File: src/rtl/seg_refresh_sched.sv
// seg_refresh_sched: arbitrates CPU updates and periodic refresh onto the
// shared 7-seg serial path, holds the shadow image, pulses Start, blinks.
// Ports:
//   clk, rst           clock, async active-low reset
//   upd_req/upd_*      CPU update request (level) and its data
//   upd_ack            one-cycle pulse, update latched into shadow
//   p2s_busy           shifter busy while shifting
//   Start              one-cycle shift start pulse
//   Hexs/point/LES/Text shadow display image
//   flash              blink square wave
//   busy               scheduler not idle
//   timeout_err        sticky, shifter never went busy after Start
module seg_refresh_sched #(
  parameter int REFRESH_DIV  = 50000,
  parameter int FLASH_DIV    = 25000000,
  parameter int BUSY_TIMEOUT = 256
) (
  input  logic        clk,
  input  logic        rst,
  input  logic        upd_req,
  input  logic [31:0] upd_hexs,
  input  logic [7:0]  upd_point,
  input  logic [7:0]  upd_les,
  input  logic        upd_text,
  output logic        upd_ack,
  input  logic        p2s_busy,
  output logic        Start,
  output logic [31:0] Hexs,
  output logic [7:0]  point,
  output logic [7:0]  LES,
  output logic        Text,
  output logic        flash,
  output logic        busy,
  output logic        timeout_err
);

  localparam int RW = (REFRESH_DIV > 1) ? $clog2(REFRESH_DIV) : 1;
  localparam int FW = (FLASH_DIV > 1) ? $clog2(FLASH_DIV) : 1;
  localparam int TW = (BUSY_TIMEOUT > 1) ? $clog2(BUSY_TIMEOUT) : 1;

  localparam logic [RW-1:0] RTC = RW'(REFRESH_DIV - 1);
  localparam logic [FW-1:0] FTC = FW'(FLASH_DIV - 1);
  localparam logic [TW-1:0] TTC = TW'(BUSY_TIMEOUT - 1);

  typedef enum logic [2:0] {
    IDLE,
    LATCH,
    KICK,
    WAIT_BUSY,
    WAIT_DONE
  } state_t;

  state_t        state;
  logic [RW-1:0] rcnt;
  logic [FW-1:0] fcnt;
  logic [TW-1:0] tcnt;
  logic          refresh_pend;
  logic          rtc;
  logic          ftc;

  assign rtc = (rcnt == RTC);
  assign ftc = (fcnt == FTC);

  // Refresh timer; a terminal count in the same cycle as the KICK
  // clear wins, so a request landing mid-launch is not lost.
  always_ff @(posedge clk or negedge rst) begin
    if (!rst) begin
      rcnt         <= '0;
      refresh_pend <= 1'b0;
    end else begin
      rcnt <= rtc ? '0 : rcnt + RW'(1);
      if (rtc)
        refresh_pend <= 1'b1;
      else if (state == KICK)
        refresh_pend <= 1'b0;
    end
  end

  always_ff @(posedge clk or negedge rst) begin
    if (!rst) begin
      fcnt  <= '0;
      flash <= 1'b0;
    end else begin
      fcnt <= ftc ? '0 : fcnt + FW'(1);
      if (ftc)
        flash <= ~flash;
    end
  end

  // Outputs are registered on the transition into the state that owns
  // them, so upd_ack/shadow appear in LATCH and Start in KICK.
  always_ff @(posedge clk or negedge rst) begin
    if (!rst) begin
      state       <= IDLE;
      tcnt        <= '0;
      Start       <= 1'b0;
      upd_ack     <= 1'b0;
      Hexs        <= '0;
      point       <= '0;
      LES         <= 8'h00;
      Text        <= 1'b1;
      busy        <= 1'b0;
      timeout_err <= 1'b0;
    end else begin
      Start   <= 1'b0;
      upd_ack <= 1'b0;
      unique case (state)
        IDLE: begin
          if (upd_req) begin
            state   <= LATCH;
            upd_ack <= 1'b1;
            Hexs    <= upd_hexs;
            point   <= upd_point;
            LES     <= upd_les;
            Text    <= upd_text;
            busy    <= 1'b1;
          end else if (refresh_pend) begin
            state <= KICK;
            Start <= 1'b1;
            busy  <= 1'b1;
          end
        end
        LATCH: begin
          state <= KICK;
          Start <= 1'b1;
        end
        KICK: begin
          state <= WAIT_BUSY;
          tcnt  <= '0;
        end
        WAIT_BUSY: begin
          if (p2s_busy) begin
            state <= WAIT_DONE;
          end else if (tcnt == TTC) begin
            timeout_err <= 1'b1;
            state       <= IDLE;
            busy        <= 1'b0;
          end else begin
            tcnt <= tcnt + TW'(1);
          end
        end
        WAIT_DONE: begin
          if (!p2s_busy) begin
            state <= IDLE;
            busy  <= 1'b0;
          end
        end
        default: begin
          state <= IDLE;
          busy  <= 1'b0;
        end
      endcase
    end
  end

endmodule

File: config.mk
export PLATFORM = sky130hd
export DESIGN_NAME = seg_refresh_sched
export DESIGN_NICKNAME = d
export VERILOG_FILES = /design/src/rtl/seg_refresh_sched.sv
export SDC_FILE = /design/constraint.sdc
export NUM_CORES = 1
export LEC_CHECK = 0
export ABC_AREA = 1
export BUFFER_PORTS_ARGS = -buffer_cell sky130_fd_sc_hd__clkbuf_2
export CORE_MARGIN = 2
export CORE_UTILIZATION = 46
export CTS_BUF_LIST = sky130_fd_sc_hd__clkbuf_16
export CTS_CLUSTER_DIAMETER = 40
export DETAILED_ROUTE_END_ITERATION = 10
export PLACE_DENSITY_LB_ADDON = 0.12
export SYNTH_ARGS = -nofsm -noshare
export SYNTH_HDL_FRONTEND = slang
export SYNTH_SLANG_ARGS = --single-unit
File: constraint.sdc
create_clock -name clk -period 4.4 [get_ports clk]
set_clock_uncertainty 0.1 [all_clocks]
set_input_delay 0.22 -clock clk [delete_from_list [all_inputs] [get_ports clk]]
set_output_delay 0.22 -clock clk [all_outputs]
set_load 0.05 [all_outputs]
==> results of run 1 <==
-- synthesized netlist by cell type (2+ instances only) --
cell | n | share of area, %
sky130_fd_sc_hd__nand2_1 | 278 | 21
sky130_fd_sc_hd__dfrtp_1 | 106 | 52
sky130_fd_sc_hd__nor2_1 | 78 | 5.8
sky130_fd_sc_hd__inv_1 | 63 | 4.6
sky130_fd_sc_hd__nand3_1 | 37 | 3.6
sky130_fd_sc_hd__xor2_1 | 17 | 2.9
sky130_fd_sc_hd__buf_2 | 10 | 0.98
sky130_fd_sc_hd__nor3_1 | 10 | 0.98
sky130_fd_sc_hd__nor2_2 | 9 | 1.1
sky130_fd_sc_hd__nand4_1 | 7 | 0.86
sky130_fd_sc_hd__o21ai_0 | 7 | 0.69
sky130_fd_sc_hd__nand3b_1 | 6 | 0.88
sky130_fd_sc_hd__xnor2_1 | 5 | 0.86
sky130_fd_sc_hd__ha_1 | 3 | 0.74
sky130_fd_sc_hd__nand2_2 | 3 | 0.37
sky130_fd_sc_hd__o21bai_1 | 3 | 0.44
sky130_fd_sc_hd__nor2_4 | 2 | 0.44
-- worst max-delay path: stages, from the launching register on --
cell and delay, ns:
sky130_fd_sc_hd__dfrtp_1 0.42, sky130_fd_sc_hd__nor2_2 0.16, sky130_fd_sc_hd__nand2_1 0.14, sky130_fd_sc_hd__nor2_4 0.10, sky130_fd_sc_hd__buf_4 0.44, sky130_fd_sc_hd__inv_2 0.48, sky130_fd_sc_hd__nand2_1 0.18, sky130_fd_sc_hd__nand2_1 0.06
-- flip-flops by register name, summed over array words and instances, names as in the netlist --
signal,flops
flash,1
upd_ack,1
tcnt,8
fcnt,25
timeout_err,1
rcnt,16
Hexs,32
busy,1
Text,1
refresh_pend,1
Start,1
state,3
LES,8
point,8
-- placed cells by master, fill, tap and decap left out, types with 5 or more instances in the layout --
master	Yosys	routed
sky130_fd_sc_hd__nand2_1	278	278
sky130_fd_sc_hd__dfrtp_1	106	106
sky130_fd_sc_hd__clkbuf_2	0	105
sky130_fd_sc_hd__nor2_1	78	78
sky130_fd_sc_hd__inv_1	63	65
sky130_fd_sc_hd__dlygate4sd3_1	0	50
sky130_fd_sc_hd__nand3_1	37	37
sky130_fd_sc_hd__xor2_1	17	17
sky130_fd_sc_hd__nor3_1	10	10
sky130_fd_sc_hd__clkbuf_16	0	9
sky130_fd_sc_hd__nor2_2	9	8
sky130_fd_sc_hd__nand4_1	7	7
sky130_fd_sc_hd__o21ai_0	7	7
sky130_fd_sc_hd__nand3b_1	6	6
sky130_fd_sc_hd__xnor2_1	5	5
-- power groups by stage --
| stage | sequential, mW | combinational, mW | clock [mW] |
|---|---|---|---|
| final | 1.37 | 1.58 | 0.737 |
| after global routing | 1.40 | 1.70 | 0.804 |
| after CTS | 1.37 | 1.59 | 0.765 |
| after detailed placement | 1.38 | 1.56 | 0 |
| after global placement | 1.38 | 1.54 | 0 |
| after floorplan | 2.15 | 0.410 | 0 |
-- cells by family after synthesis --
group,share of synthesized area [%]
fa+ha+maj,0.738
flops,52.6
compound gates,1.38
xor+xnor,3.79
buf+inv,6.42
simple gates,35.1
-- metrics by stage --
stage	cells	worst slack, ns	hold slack, ns
final	956	2.18	0.0600
after global routing	956	1.96	0.0642
after CTS	956	2.17	0.0500
after detailed placement	890	2.17	0.322
after global placement	890	2.25	0.314
after floorplan	654	2.83	-0.176
-- per-layer routing --
metal / up-vias / track usage [%] / share of wire [%]
li1: 2316 / - / -
met1: 2097 / 25.8 / 43
met5: - / 0 / 0
met3: 22 / 5.56 / 3.6
met4: 0 / 8.41 / 2.4
met2: 95 / 37.4 / 51
-- path summary, 6_finish.rpt --
check / start / end / slack, ns / cells after the start
max: state[1] / point[5] / 2.18 / 7
min: p2s_busy / timeout_err / 0.06 / 2
max reg2reg: state[1] / point[5] / 2.18 / 7
min reg2reg: rcnt[0] / rcnt[0] / 0.37 / 1
max in group asynchronous: rst / rcnt[14] / 2.74 / 3
min in group asynchronous: rst / tcnt[5] / 0.43 / 2
-- final cells by class --
class                           instances  area share, %
Tap cell                              140           2.69
Timing Repair Buffer                  158           16.1
Multi-Input combinational cell        470           32.1
Sequential cell                       107           41.1
Inverter                               65           3.82
Clock buffer                            9           3.46
Clock inverter                          7          0.692
-- timing repair --
action                                 CTS  global route
setup buffers                            0             0
endpoints found under the hold margin  119             0
hold buffers                            50             0
==> impl_metrics.json, run 1 <==
{
  "kind_of_critical_path": "reg -> reg",
  "finish.net_count": 867,
  "ys_dominant_reg_cell": "sky130_fd_sc_hd__dfrtp_1",
  "grt_setup_unrepaired": "no",
  "gp_routability_congestion": 0.859,
  "initial_core_util_pct": 47.0,
  "synth-warning-count": 0,
  "placed_cell_area_mm2": 0.00574,
  "logic_gate_share_of_total_power_pct": 42.9,
  "dr.first_iter.drc_count": 257,
  "required_time_of_the_critical_path_ns": 4.54,
  "viasPerCell": 4.74,
  "clock_tree.buffer_depth": 2,
  "synth_async_sr_flop_share_pct": 100,
  "clkPwrFrac_pct": 19.9,
  "ios": 107,
  "ys_types": 27,
  "global_route_wire_length_before_repair_mm": 20.1,
  "report.final.setup_viol": 0,
  "fp.dieArea_mm2": 0.0119,
  "power.sequential.fraction_pct": 37.2,
  "cell_internal_pwr_mw": 1.96,
  "hold_path.class": "in -> reg",
  "cts-htree-levels": 3,
  "total_power_mw": 3.69,
  "postRouteWirelength_mm": 11.7,
  "initial_antenna_violation_count": 0,
  "max_slew_margin_pct": 40.0,
  "synth.ff_latch_count": 107,
  "layout-drive-gt1-share_pct": 17.3,
  "setup.worst_path.start_class": "register",
  "mappedNetlistNets": 710,
  "track_usage_pct": 21.6,
  "cts_resized": 0,
  "die_w_um": 109,
  "grt_pass1_vias": 4490,
  "grt_max_degree": 73,
  "number_of_nets_with_antenna_violations_after_detailed_routing": 0,
  "final_max_slew_viol_count": 0,
  "tritoncts_num_sinks": 107,
  "fin_tns_setup_ns": 0,
  "route.detailed.wl_per_inst_um": 12.3,
  "placeableCoreArea_mm2": 0.0108,
  "status": "completed",
  "crit_arrival_ns": 2.36,
  "power.net_switching_mw": 1.74,
  "synthesis.area_mm2": 0.00509,
  "grt_overflow_total": 0,
  "cts.clk_slew.worst_paths_ns": 0.07,
  "fmax_mhz": 450,
  "route.detailed.drc": 0,
  "final_cell_area_mm2": 0.00651,
  "end_kind": "register",
  "routed-via-count": 4530,
  "synthesis.area_per_instance_um2": 7.78,
  "max_cap_violations": 0,
  "synthCells": 654,
  "leak_pwr_nw": 3.46,
  "i_o_buffers": 106,
  "tritoncts_clock_tree": "yes",
  "timing.final.crit_share_pct": 50.5,
  "post-route-util_pct": 60.1,
  "dp.final_hpwl_mm": 7.79,
  "sequential_cell_area_mm2": 0.00268,
  "vdd_ir_drop_max_uv": 427,
  "die_h_um": 109,
  "syn_to_final_growth_pct": 27.9,
  "synth.yosys.seq_area_share_pct": 52.6,
  "multi_input_area_mm2": 0.00209,
  "antenna-diode-count": 0,
  "firstDrtPassIters": 5,
  "measured_slew_at_the_worst_slew_check_pin_ns": 0.900,
  "switching_power_as_a_share_of_total_power_pct": 47.1,
  "hold_viol_final": 0,
  "rows": 38,
  "clock_tree_root_buffer_cell": "sky130_fd_sc_hd__clkbuf_16",
  "powerDensity_mw_per_mm2": 567,
  "min_period_ns": 2.22,
  "clk-insertion-delay-late_ns": 0.35,
  "synth_enable_flop_cells": 0,
  "fillerInstances": 994,
  "tritoncts.num_buffers": 9,
  "crit_fanout": 51
}
(Power assumes the default switching activity.)
==> run 2: changes to the inputs <==
==> constraint.sdc (replaced) <==
create_clock -name clk -period 2.1 [get_ports clk]
set_clock_uncertainty 0.1 [all_clocks]
set_input_delay 0.105 -clock clk [delete_from_list [all_inputs] [get_ports clk]]
set_output_delay 0.105 -clock clk [all_outputs]
set_load 0.05 [all_outputs]
==> run 2 against run 1 <==
Sequential share of layout area shrank 0.41 points. Sequential power increased by 110%. Count of clock-buffer cells in the layout stayed put. Cell area grew 1.0%. Register-to-register slack lost 1.8 ns. Power is 110% higher. Largest power group unchanged. Highest routed layer unchanged.
==> impl_metrics.json, run 2 (synthesis gave the netlist of run 1 again) <==
{
  "route.detailed.wl_per_inst_um": 12.2,
  "post-route-util_pct": 60.7,
  "fmax_mhz": 584,
  "dpl_worst_slack_ns": 0.415,
  "routed-via-count": 4516,
  "rows": 38,
  "cts-htree-levels": 3,
  "cp-startpoint": "tcnt[0]",
  "status": "completed",
  "initial_antenna_violation_count": 0,
  "timing.final.crit_share_pct": 81.5,
  "regToRegEndpoint": "tcnt[3]",
  "cpPeakStageDelay_ns": 0.40,
  "grt_max_degree": 51,
  "vdd_ir_drop_max_uv": 929,
  "postRouteWirelength_mm": 11.7,
  "r2r_slack_ns": 0.39,
  "cts_setup_buffers": 0,
  "kind_of_critical_path": "reg -> reg",
  "tritoncts_clock_tree": "yes",
  "firstDrtPassIters": 4,
  "tritoncts_num_sinks": 107,
  "die_h_um": 109,
  "dr.first_iter.drc_count": 202,
  "number_of_nets_with_antenna_violations_after_detailed_routing": 0,
  "die_w_um": 109,
  "i_o_buffers": 106,
  "crit_path_frequent_cell": "sky130_fd_sc_hd__nand2_1",
  "tritoncts.num_buffers": 9,
  "regMostFlops": "Hexs",
  "largestRegisters": "Hexs: 32 flops, fcnt: 25 flops, rcnt: 16 flops",
  "min_period_ns": 1.71,
  "clk-insertion-delay-late_ns": 0.35,
  "ios": 107,
  "dp.final_hpwl_mm": 8.08,
  "largest_reg_flops": 32,
  "timing.reg2reg.worst_path_depth": 7,
  "end_kind": "register",
  "layout_common_cells": "sky130_fd_sc_hd__nand2_1, sky130_fd_sc_hd__dfrtp_1, sky130_fd_sc_hd__clkbuf_2, sky130_fd_sc_hd__nor2_1, sky130_fd_sc_hd__inv_1",
  "route.detailed.drc": 0,
  "cp_cell_sequence": "ha_1 -> nand3_1 -> nor2_1 -> nand4_1 -> nand2_1 -> nand2_1 -> o21ai_0",
  "setup.worst_path.end": "tcnt[3]",
  "critical_path.top_delay_family": "simple AND/OR/NAND/NOR gates",
  "layout_commonest_cell": "sky130_fd_sc_hd__nand2_1",
  "crit_fanout": 11,
  "track_usage_pct": 21.4,
  "hold_path.class": "in -> async",
  "cts.hold.buffers_added": 52,
  "sequential_cell_area_mm2": 0.00268,
  "multi_input_area_mm2": 0.00209,
  "measured_slew_at_the_worst_slew_check_pin_ns": 0.496,
  "finalWorstSetupSlack_ns": 0.389,
  "fin_tns_setup_ns": 0,
  "viasPerCell": 4.70,
  "report.final.setup_viol": 0,
  "leak_pwr_nw": 3.49,
  "required_time_of_the_critical_path_ns": 2.27,
  "clock_tree.buffer_depth": 2,
  "finish.net_count": 872,
  "gp_routability_congestion": 0.853,
  "critical-path-slowest-cell": "sky130_fd_sc_hd__dfrtp_1",
  "max_cap_violations": 0,
  "fillerInstances": 945,
  "max_slew_margin_pct": 67.0,
  "grt_pass1_vias": 4433,
  "number_of_cells_on_the_critical_path": 7,
  "crit_arrival_ns": 1.88,
  "grt_overflow_total": 0,
  "hold_viol_final": 0,
  "setup.worst_path.start_class": "register",
  "final_max_slew_viol_count": 0,
  "layout-drive-gt1-share_pct": 17.6,
  "antenna-diode-count": 0,
  "syn_to_final_growth_pct": 29.2,
  "cts_resized": 0,
  "rr_startpoint": "tcnt[0]",
  "global_route_wire_length_before_repair_mm": 19.9,
  "powerDensity_mw_per_mm2": 1180,
  "cts.clk_slew.worst_paths_ns": 0.07,
  "crit_buf_inv": 0,
  "initial_core_util_pct": 47.0,
  "fp.dieArea_mm2": 0.0119,
  "clock_tree_root_buffer_cell": "sky130_fd_sc_hd__clkbuf_16",
  "grt_setup_unrepaired": "no",
  "placeableCoreArea_mm2": 0.0108
}
run 2: per-layer routing:
metal | global-route usage [%] | part of all wire (%) | up-vias
met1 | 26.6 | 44 | 2114
li1 | - | - | 2316
met2 | 36.4 | 51 | 66
met4 | 7.59 | 2.0 | 0
met5 | 0 | 0 | -
met3 | 5.14 | 3.2 | 20
run 2: worst min-delay path by stage:
stage / from / end / slack (ns)
global placement: rst / timeout_err / -0.11
detailed placement: rst / LES[7] / -0.11
finish: rst / point[0] / 0.06
CTS: rst / point[3] / 0.05
floorplan: rst / Hexs[0] / -0.29
global route: rst / point[3] / 0.09
run 2: final cells by class:
cell class,instances,area share (%)
timing repair buffer,163,17.0
inverter,65,3.79
sequential,107,40.7
multi-input combinational,470,31.8
clock buffer,9,3.42
clock inverter,6,0.647
tap,140,2.66
run 2: where the power goes:
| group | switching [mW] | internal (mW) | total (mW) |
|---|---|---|---|
| clock network | 0.754 | 0.802 | 1.56 |
| registers | 0.302 | 2.58 | 2.88 |
| logic | 2.60 | 0.752 | 3.35 |
run 2: through the flow:
stage	power, mW	std cells	hold slack (ns)	area [µm²]
6_report	7.78	960	0.0602	6580
5_1_grt	8.22	960	0.0889	6580
4_1_cts	7.86	960	0.0484	6580
3_5_place_dp	6.20	893	-0.105	5790
3_3_place_gp	6.15	893	-0.107	5790
2_1_floorplan	5.36	654	-0.291	5090
